<file path="src/rtl/matrix_pkg.sv">
// Shared types and constants for the LED matrix scan controller and its row timer.
// Grant encodings are one-hot so the grant word drives the data select directly.
package matrix_pkg;

    localparam int MATRIX_ROWS = 8;

    localparam logic [1:0] GRANT_NONE = 2'b00;
    localparam logic [1:0] GRANT_SRC0 = 2'b01;
    localparam logic [1:0] GRANT_SRC1 = 2'b10;

    typedef enum logic [1:0] {
        BLANK,
        FETCH,
        LATCH,
        DRIVE
    } phase_t;

    // Maps a position inside a row slot to its phase.
    function automatic phase_t decode_phase(input int cnt, input int blank_cycles);
        if (cnt < blank_cycles)
            return BLANK;
        else if (cnt == blank_cycles)
            return FETCH;
        else if (cnt == blank_cycles + 1)
            return LATCH;
        else
            return DRIVE;
    endfunction

endpackage

</file>
<file path="src/rtl/matrix_row_timer.sv">
// Row-slot timing: cycle counter, row index, phase, fetch strobe and frame start.
// The *_next outputs describe the position the next clock edge moves into.
module matrix_row_timer
    import matrix_pkg::*;
#(
    parameter int ROW_CYCLES   = 8192,
    parameter int BLANK_CYCLES = 64
) (
    input  logic       clk,
    input  logic       reset,
    output logic [2:0] row_idx,
    output logic       fetch_stb,
    output logic       frame_start,
    output logic [2:0] row_next,
    output logic       boundary_next,
    output logic       latch_now,
    output logic       drive_next
);

    localparam int CW = $clog2(ROW_CYCLES);

    logic [CW-1:0] cnt;
    logic [CW-1:0] cnt_nx;
    logic [2:0]    row_nx;
    logic          run;
    phase_t        phase;
    phase_t        phase_nx;

    // The first edge after reset enters position (0, 0) instead of advancing,
    // so the frame boundary is presented in the very first running cycle.
    // NOTE: every signal assigned in always_comb gets a default first, so no latch is inferred.
    always_comb begin
        cnt_nx = '0;
        row_nx = '0;
        if (run) begin
            cnt_nx = cnt + CW'(1);
            row_nx = (&cnt) ? row_idx + 3'd1 : row_idx;
        end
        phase_nx = decode_phase(32'(cnt_nx), BLANK_CYCLES);
    end

    assign row_next      = row_nx;
    assign boundary_next = (cnt_nx == '0) && (row_nx == '0);
    assign latch_now     = (phase == LATCH);
    assign drive_next    = (phase_nx == DRIVE);

    // NOTE: sequential state uses non-blocking assignments so every register samples pre-edge values.
    always_ff @(posedge clk or negedge reset) begin
        if (!reset) begin
            run         <= 1'b0;
            cnt         <= '0;
            row_idx     <= '0;
            phase       <= BLANK;
            fetch_stb   <= 1'b0;
            frame_start <= 1'b0;
        end else begin
            run         <= 1'b1;
            cnt         <= cnt_nx;
            row_idx     <= row_nx;
            phase       <= phase_nx;
            fetch_stb   <= (phase_nx == FETCH);
            frame_start <= boundary_next;
        end
    end

endmodule

</file>
<file path="src/rtl/matrix_scan_arbiter.sv">
// Row-scan controller for the shared 8x8 red/green matrix: arbitrates between the
// game layer (src0) and the overlay (src1) at frame boundaries and drives the pins.
module matrix_scan_arbiter
    import matrix_pkg::*;
#(
    parameter int ROW_CYCLES   = 8192,
    parameter int BLANK_CYCLES = 64,
    parameter int HOLD_FRAMES  = 2
) (
    input  logic       clk,
    input  logic       reset,
    input  logic       src0_req,
    input  logic       src1_req,
    output logic       fetch_stb,
    output logic [2:0] row_idx,
    input  logic [7:0] src0_r,
    input  logic [7:0] src0_g,
    input  logic [7:0] src1_r,
    input  logic [7:0] src1_g,
    output logic [1:0] grant,
    output logic       frame_start,
    output logic [7:0] matrix_segout_r,
    output logic [7:0] matrix_segout_g,
    output logic [7:0] matrix_scanout
);

    localparam logic [3:0] HOLD_MAX = 4'(HOLD_FRAMES);

    logic [2:0] row_next;
    logic       boundary_next;
    logic       latch_now;
    logic       drive_next;

    logic [3:0] hold;
    logic [3:0] hold_nx;
    logic [1:0] grant_nx;
    logic [7:0] sel_r;
    logic [7:0] sel_g;

    matrix_row_timer #(
        .ROW_CYCLES  (ROW_CYCLES),
        .BLANK_CYCLES(BLANK_CYCLES)
    ) u_timer (
        .clk          (clk),
        .reset        (reset),
        .row_idx      (row_idx),
        .fetch_stb    (fetch_stb),
        .frame_start  (frame_start),
        .row_next     (row_next),
        .boundary_next(boundary_next),
        .latch_now    (latch_now),
        .drive_next   (drive_next)
    );

    // Grant only moves on the edge that enters a frame boundary; a live grant is
    // held until it has owned HOLD_FRAMES whole frames.
    always_comb begin
        grant_nx = grant;
        hold_nx  = hold;
        if (boundary_next) begin
            if ((hold < HOLD_MAX) && (grant != GRANT_NONE)) begin
                hold_nx = hold + 4'd1;
            end else begin
                if (src1_req)
                    grant_nx = GRANT_SRC1;
                else if (src0_req)
                    grant_nx = GRANT_SRC0;
                else
                    grant_nx = GRANT_NONE;
                hold_nx = (grant_nx != grant) ? 4'd1 : HOLD_MAX;
            end
        end
    end

    always_comb begin
        sel_r = '0;
        sel_g = '0;
        case (grant)
            GRANT_SRC0: begin
                sel_r = src0_r;
                sel_g = src0_g;
            end
            GRANT_SRC1: begin
                sel_r = src1_r;
                sel_g = src1_g;
            end
            default: ;
        endcase
    end

    // The column registers double as the row store: loaded on the edge leaving
    // LATCH, held through DRIVE, cleared whenever the next cycle is not DRIVE.
    // NOTE: no memories here; every register has an async reset so the pins go dark at once.
    always_ff @(posedge clk or negedge reset) begin
        if (!reset) begin
            grant           <= GRANT_NONE;
            hold            <= '0;
            matrix_segout_r <= '0;
            matrix_segout_g <= '0;
            matrix_scanout  <= '0;
        end else begin
            grant <= grant_nx;
            hold  <= hold_nx;
            if (drive_next) begin
                if (latch_now) begin
                    matrix_segout_r <= sel_r;
                    matrix_segout_g <= sel_g;
                end
                matrix_scanout <= 8'(1) << row_next;
            end else begin
                matrix_segout_r <= '0;
                matrix_segout_g <= '0;
                matrix_scanout  <= '0;
            end
        end
    end

endmodule

</file>
<file path="config.mk">
export PLATFORM = sky130hd
export DESIGN_NAME = matrix_scan_arbiter
export DESIGN_NICKNAME = d
export VERILOG_FILES = /design/src/rtl/matrix_pkg.sv /design/src/rtl/matrix_row_timer.sv /design/src/rtl/matrix_scan_arbiter.sv
export SDC_FILE = /design/constraint.sdc
export NUM_CORES = 1
export LEC_CHECK = 0
export ABC_CLOCK_PERIOD_IN_PS = 10450
export CORE_MARGIN = 2
export CORE_UTILIZATION = 53
export DETAILED_ROUTE_END_ITERATION = 6
export GPL_TIMING_DRIVEN = 0
export PLACE_DENSITY_LB_ADDON = 0.12
export RECOVER_POWER = 25
export SKIP_LAST_GASP = 1
export SYNTH_ARGS = -nofsm -noshare
export SYNTH_HDL_FRONTEND = slang
export SYNTH_SLANG_ARGS = --single-unit
</file>
<file path="constraint.sdc">
create_clock -name clk -period 10.45 [get_ports clk]
set_clock_uncertainty 0.15 [all_clocks]
set_input_delay 2.09 -clock clk [delete_from_list [all_inputs] [get_ports clk]]
set_output_delay 2.09 -clock clk [all_outputs]
set_load 0.005 [all_outputs]
</file>
# Word level (Yosys, flattened, before mapping)
# Index checks and enable logic that the tools add are counted.
# classes
addsub	3
eq_ne	9
shifts	1
n_bitwise	1
n_lt_le_gt_ge	2
muxes	19
reduce_logical	7
# op_table
cell	n
two-way mux 8 bit	5
one-hot mux 8 bit (2 select lines)	2
equality test 13 x 8 -> 1 bit (second input constant)	2
adder 13 x 1 -> 13 bit (second input constant)	1
zero test 13 bit	1
< comparator 13 x 7 -> 1 bit (second input constant)	1
two-way mux 13 bit	1
AND reduction 13 bit	1
two-way mux 2 bit	6
<< shifter 1 x 3 -> 8 bit (first input constant)	1
equality test 2 bit (second input constant)	3
two-way mux 3 bit	2
adder 4 x 1 -> 4 bit (second input constant)	1
equality test 2 x 1 -> 1 bit (second input constant)	2
< comparator 4 x 2 -> 1 bit (second input constant)	1
two-way mux 4 bit	1
adder 3 x 1 -> 3 bit (second input constant)	1
zero test 3 bit	1
logical AND 1 bit	2
two-way mux 1 bit	2
!= test 2 bit	1
!= test 2 bit (second input constant)	1
AND reduction 2 bit	1
nonzero test 2 bit	1
NOT 1 bit	1
# word_totals
in_bits	36
word_cells	53
ff_bits	51
out_inout_bits	31

# Logic depth before layout (Yosys ltp)
# depth
depth_word	9
ltp_mapped	8
depth_no_buf	8

# Cells and area by module
# Synthesis repeated with hierarchy kept, for this count alone.
# hier_totals
cells_unflattened	236
hier_area_um2	2486.1
# modules_own_cells
module	cells_per_inst	seq_area_each_um2	area_each_um2	n_inst
matrix_scan_arbiter	129	750.7	1320.0	1
matrix_row_timer	107	525.5	1166.1	1

# Worst setup path before layout
# No wires, ideal clock.
# synth_timing
kind	reg-to-reg
startpoint	register u_timer.cnt[1]
endpoint	register grant[1]
setup_time_ps	125
period_less_slack_ps	3331
required_ps	10175
path_buffers	1
t_arrival_ps	3056
stages_incl_launch_ff	9
path_slack_ps	7119
path_cell_list	dfrtp_1 -> ha_1 -> nand3_4 -> or4_2 -> clkbuf_1 -> mux2i_1 -> or4b_4 -> or3_4 -> mux2_4
# synth_via
elab_chain_cells	6
word_cells_on_any_way	9
cone_classes	1 x add/sub; 3 x mux; 5 x reduce/logical
# synth_rtl
element	line	rtl
start: declaration	matrix_row_timer.sv:22	logic [CW-1:0] cnt;
start signal: assignment	matrix_row_timer.sv:58	cnt <= cnt_nx;
parallel branches: the longest is 4 deep, another holds adder 13 x 1 -> 13 bit	n/a	
logical AND 1 bit *	matrix_row_timer.sv:43	assign boundary_next = (cnt_nx == '0) && (row_nx == '0);
AND reduction 2 bit (no source line) *	n/a	
end signal: assignment	matrix_scan_arbiter.sv:102	grant <= grant_nx;
end: declaration	matrix_scan_arbiter.sv:20	output logic [1:0] grant,
# Every way passes the cells marked *.
# A chain may end at the register's enable or synchronous reset.

==> results summary <==
The run finished, with violations left. The checks that failed: max-capacitance violations, max-slew violations. The static leakage is 0.00152 µW. The simple-gate share of the synthesized area came out at 21.0%. VDD sags by at most 103 µV.

The area added between synthesis and finish came out at 31.9%. STA classifies the critical path endpoint as an async pin. The most used flip-flop cell after synthesis is dfrtp_1.

After synthesis, the share of cell area in mux cells is 2.62%. By startpoint and endpoint, the worst setup path is classified as primary input to async pin. The post-synthesis cell type with the largest combined area is dfrtp_1. The sequential area share after synthesis is 47.8%. The post-CTS setup repair buffer count came out at 0. Counting both buffers and inverters, the worst setup path holds a total of 2.

The critical path's slowest cell is clkbuf_1. The largest buffer count on any clock path is 2. The number of global-route vias before repair is 1998. The detailed-routing iteration count for the pre-antenna-repair pass came out at 4. The total die area is 0.00562 mm². For this design, the CTS-stage hold fixing added 0 buffers. The maximum level of the CTS H-tree came out at 2. For this run, design rule violations remaining after detail routing come to 0. The cell area reported after detailed placement is 0.00343 mm². The clock transition at the registers of the reported paths is 0.09 ns. The relative max-transition margin is -32.0%. At the end of routability-driven placement, the weighted congestion stood at 0.794. The number of hold-slack violations in the final timing report is 0.

The share of synthesized area in the top cell type comes to 47.8%. The first-iteration detailed-routing DRC count is 85. Of all nets on the critical path, the largest fanout is 38. The number of gates given a new drive strength after cts is 0. The number of setup violations in the final report came out at 0. After synthesis, the most frequently instantiated cells are dfrtp_1, nor2_1, a22o_1, a22oi_1.

The number of synthesized flops with an enable pin is 0. The number of antenna violations at the first check in global routing is 0. Setup repair after global routing left no endpoint under its margin. The vias after detailed routing came out at 2196.

The cell repeated most along the worst path is clkbuf_1. The post-route non-filler standard cell count is 406. The cell count after synthesis came out at 264. The clock tree from TritonCTS is done. Based on the critical path, the design can be clocked at up to 235 MHz. The number of antenna diodes in the final layout is 0.

The post-route minimum period is 4.26 ns. The average size of a mapped cell came out at 10.1 µm². Entering global routing, the biggest net connects 39 pins. After Yosys synthesis, XOR and XNOR cells account for 3.61% of the synthesized area. Max-cap violations in this run came to 1. The source of the worst register-to-register timing path is u_timer.cnt[1]. The measured slew at the worst slew-check pin is 1.98 ns. STA puts the critical path data arrival time at 4.15 ns. The tightest hold path in the finished design has a slack of 0.394 ns. The aggregate global routing overflow came out at 0. The cell area after technology mapping is 0.00267 mm². Yosys attributes the largest share of cell area to dfrtp_1, a22o_1, nor2_1. The count of warnings emitted by yosys is 0. The cell family contributing the most delay on the critical path is buffers and inverters. The number of nets produced by synthesis is 306. Power spread over the standard cell area amounts to 148 mW/mm².

In this run the most critical hold path is launched from matrix_segout_g[2]. The routed design has 5.96 mm of wire. The share of post-route cells with drive strength above 1 came out at 8.85%. In this run the remaining antenna-violating nets after routing total 0.

The top-level port count came out at 67. The post-synthesis adder-cell area fraction is 2.81%. The CTS buffer count is 5.

Prior to clock tree synthesis, the placed netlist has a worst setup slack of 6.85 ns. In the finished design, the share of the clock period the worst path needs comes to 40.7%. From bottom edge to top edge, the die measures 75.0 µm.

Clock latency on the worst-skew pair, taken at its later pin, is 0.31 ns. The met3 demand-to-capacity share in global routing is 4.69%. The met2 track demand over resource came out at 34.8%. The number of placement rows came out at 25.

The number of buffers added on ports is 66. The final-layout setup total negative slack is 0 ns. On the worst path, the slowest cell contributes a delay of 1.48 ns.

The most frequently used cell type in the post-synthesis netlist is dfrtp_1. After detailed placement, the design holds a cell count of 398. The fraction of the mapped netlist area in compound gates came out at 17.6%. The final cell area excluding filler cells came out at 0.00352 mm². The placeable core region is 0.00479 mm². The final critical-path setup slack is 6.19 ns. The met1 track demand over resource came out at 30.5%.

The clock net sink count is 51. After synthesis, the share of flip-flops with an asynchronous set or reset is 100%. The path type of the worst min-delay path is flip-flop to flip-flop.

The global-route wire length before repair came out at 9.43 mm. At the worst endpoint, the required time is 10.34 ns. The wire length per cell after detailed routing is 14.7 µm. The detailed placement HPWL came out at 4.31 mm. Synthesis inferred 51 register bits. The overall fraction of global-route tracks in use is 22.0%. From left edge to right edge, the die measures 75.0 µm. The final layout contains 380 nets. The max-slew violation count was 39. The root cell of the clock tree is clkbuf_8. The mean number of vias per cell is 5.41. The unique cell type count in the Yosys netlist came out at 52.

Once the floorplan was initialized, standard cells occupied 55.8% of the core. In this run the worst setup path begins at reset. The worst setup path is launched from a primary input. In this run the most used layer during global routing was met2.

By area, the combinational part of the netlist is dominated by simple AND/OR/NAND/NOR gates. The critical path goes through clkbuf_1, clkbuf_1.
-- power by group --
group	internal, µW	switching (µW)
logic	71.6	68.2
clock network	95.4	67.9
registers	208	10.7
-- area by class of cell --
type / instances / area, µm²
clock inverter: 3 / 67.6
tap: 67 / 83.8
sequential: 51 / 1280
inverter: 10 / 40.0
clock buffer: 5 / 68.8
fill: 348 / 1260
buffer: 19 / 78.8
timing repair buffer: 67 / 658
multi-input combinational: 184 / 1250
-- state kept, by name, summed over array words and instances, names as in the netlist --
| signal | flops |
|---|---|
| hold | 4 |
| grant | 2 |
| u_timer.run | 1 |
| matrix_segout_g | 8 |
| u_timer.frame_start | 1 |
| u_timer.row_idx | 3 |
| matrix_scanout | 8 |
| matrix_segout_r | 8 |
| u_timer.fetch_stb | 1 |
| u_timer.cnt | 13 |
| u_timer.phase | 2 |
-- cells by family after synthesis --
family / after synthesis
DFF: 51
buffers and inverters: 29
AOI/OAI and AO/OA: 63
other: 1
muxes: 6
xor gates and xnor gates: 11
and+or+nand+nor: 97
adders and majority gates: 6
-- routing by layer --
metal	vias to the layer above	share of wire, %
li1	1095	-
met1	1037	45
met2	57	48
met3	7	6.0
met4	0	1.0
met5	-	0
-- per-stage QoR --
step	power (µW)	utilization, %
3_5_place_dp	361	71.7
3_3_place_gp	357	71.4
2_1_floorplan	312	-
6_report	522	73.6
5_1_grt	549	73.6
4_1_cts	527	74.5
-- cell usage in the layout, fill, tap and decap left out, drive strengths merged, types with 5 or more instances in the layout --
master / Yosys / layout
and3: 5 / 5
a22o: 16 / 16
ha: 6 / 6
clkdlybuf4s50: 0 / 65
buf: 6 / 6
a22oi: 16 / 16
dfrtp: 51 / 51
clkbuf: 13 / 20
nand2: 10 / 10
nor2: 33 / 33
inv: 10 / 10
xnor2: 7 / 7
o21ai: 13 / 13
nor3: 13 / 13
nand3: 5 / 5
-- path summary, 6_finish.rpt --
path | to | slack, ns | cells past startpoint
max | grant[1] | 6.19 | 2
max in group clk | grant[1] | 6.68 | 8
min in group asynchronous | matrix_scanout[2] | 1.66 | 1
min reg2reg | matrix_segout_g[2] | 0.39 | 2
max reg2reg | grant[1] | 6.68 | 8
min | matrix_segout_g[2] | 0.39 | 2
Power figures use the tool's default switching activity.
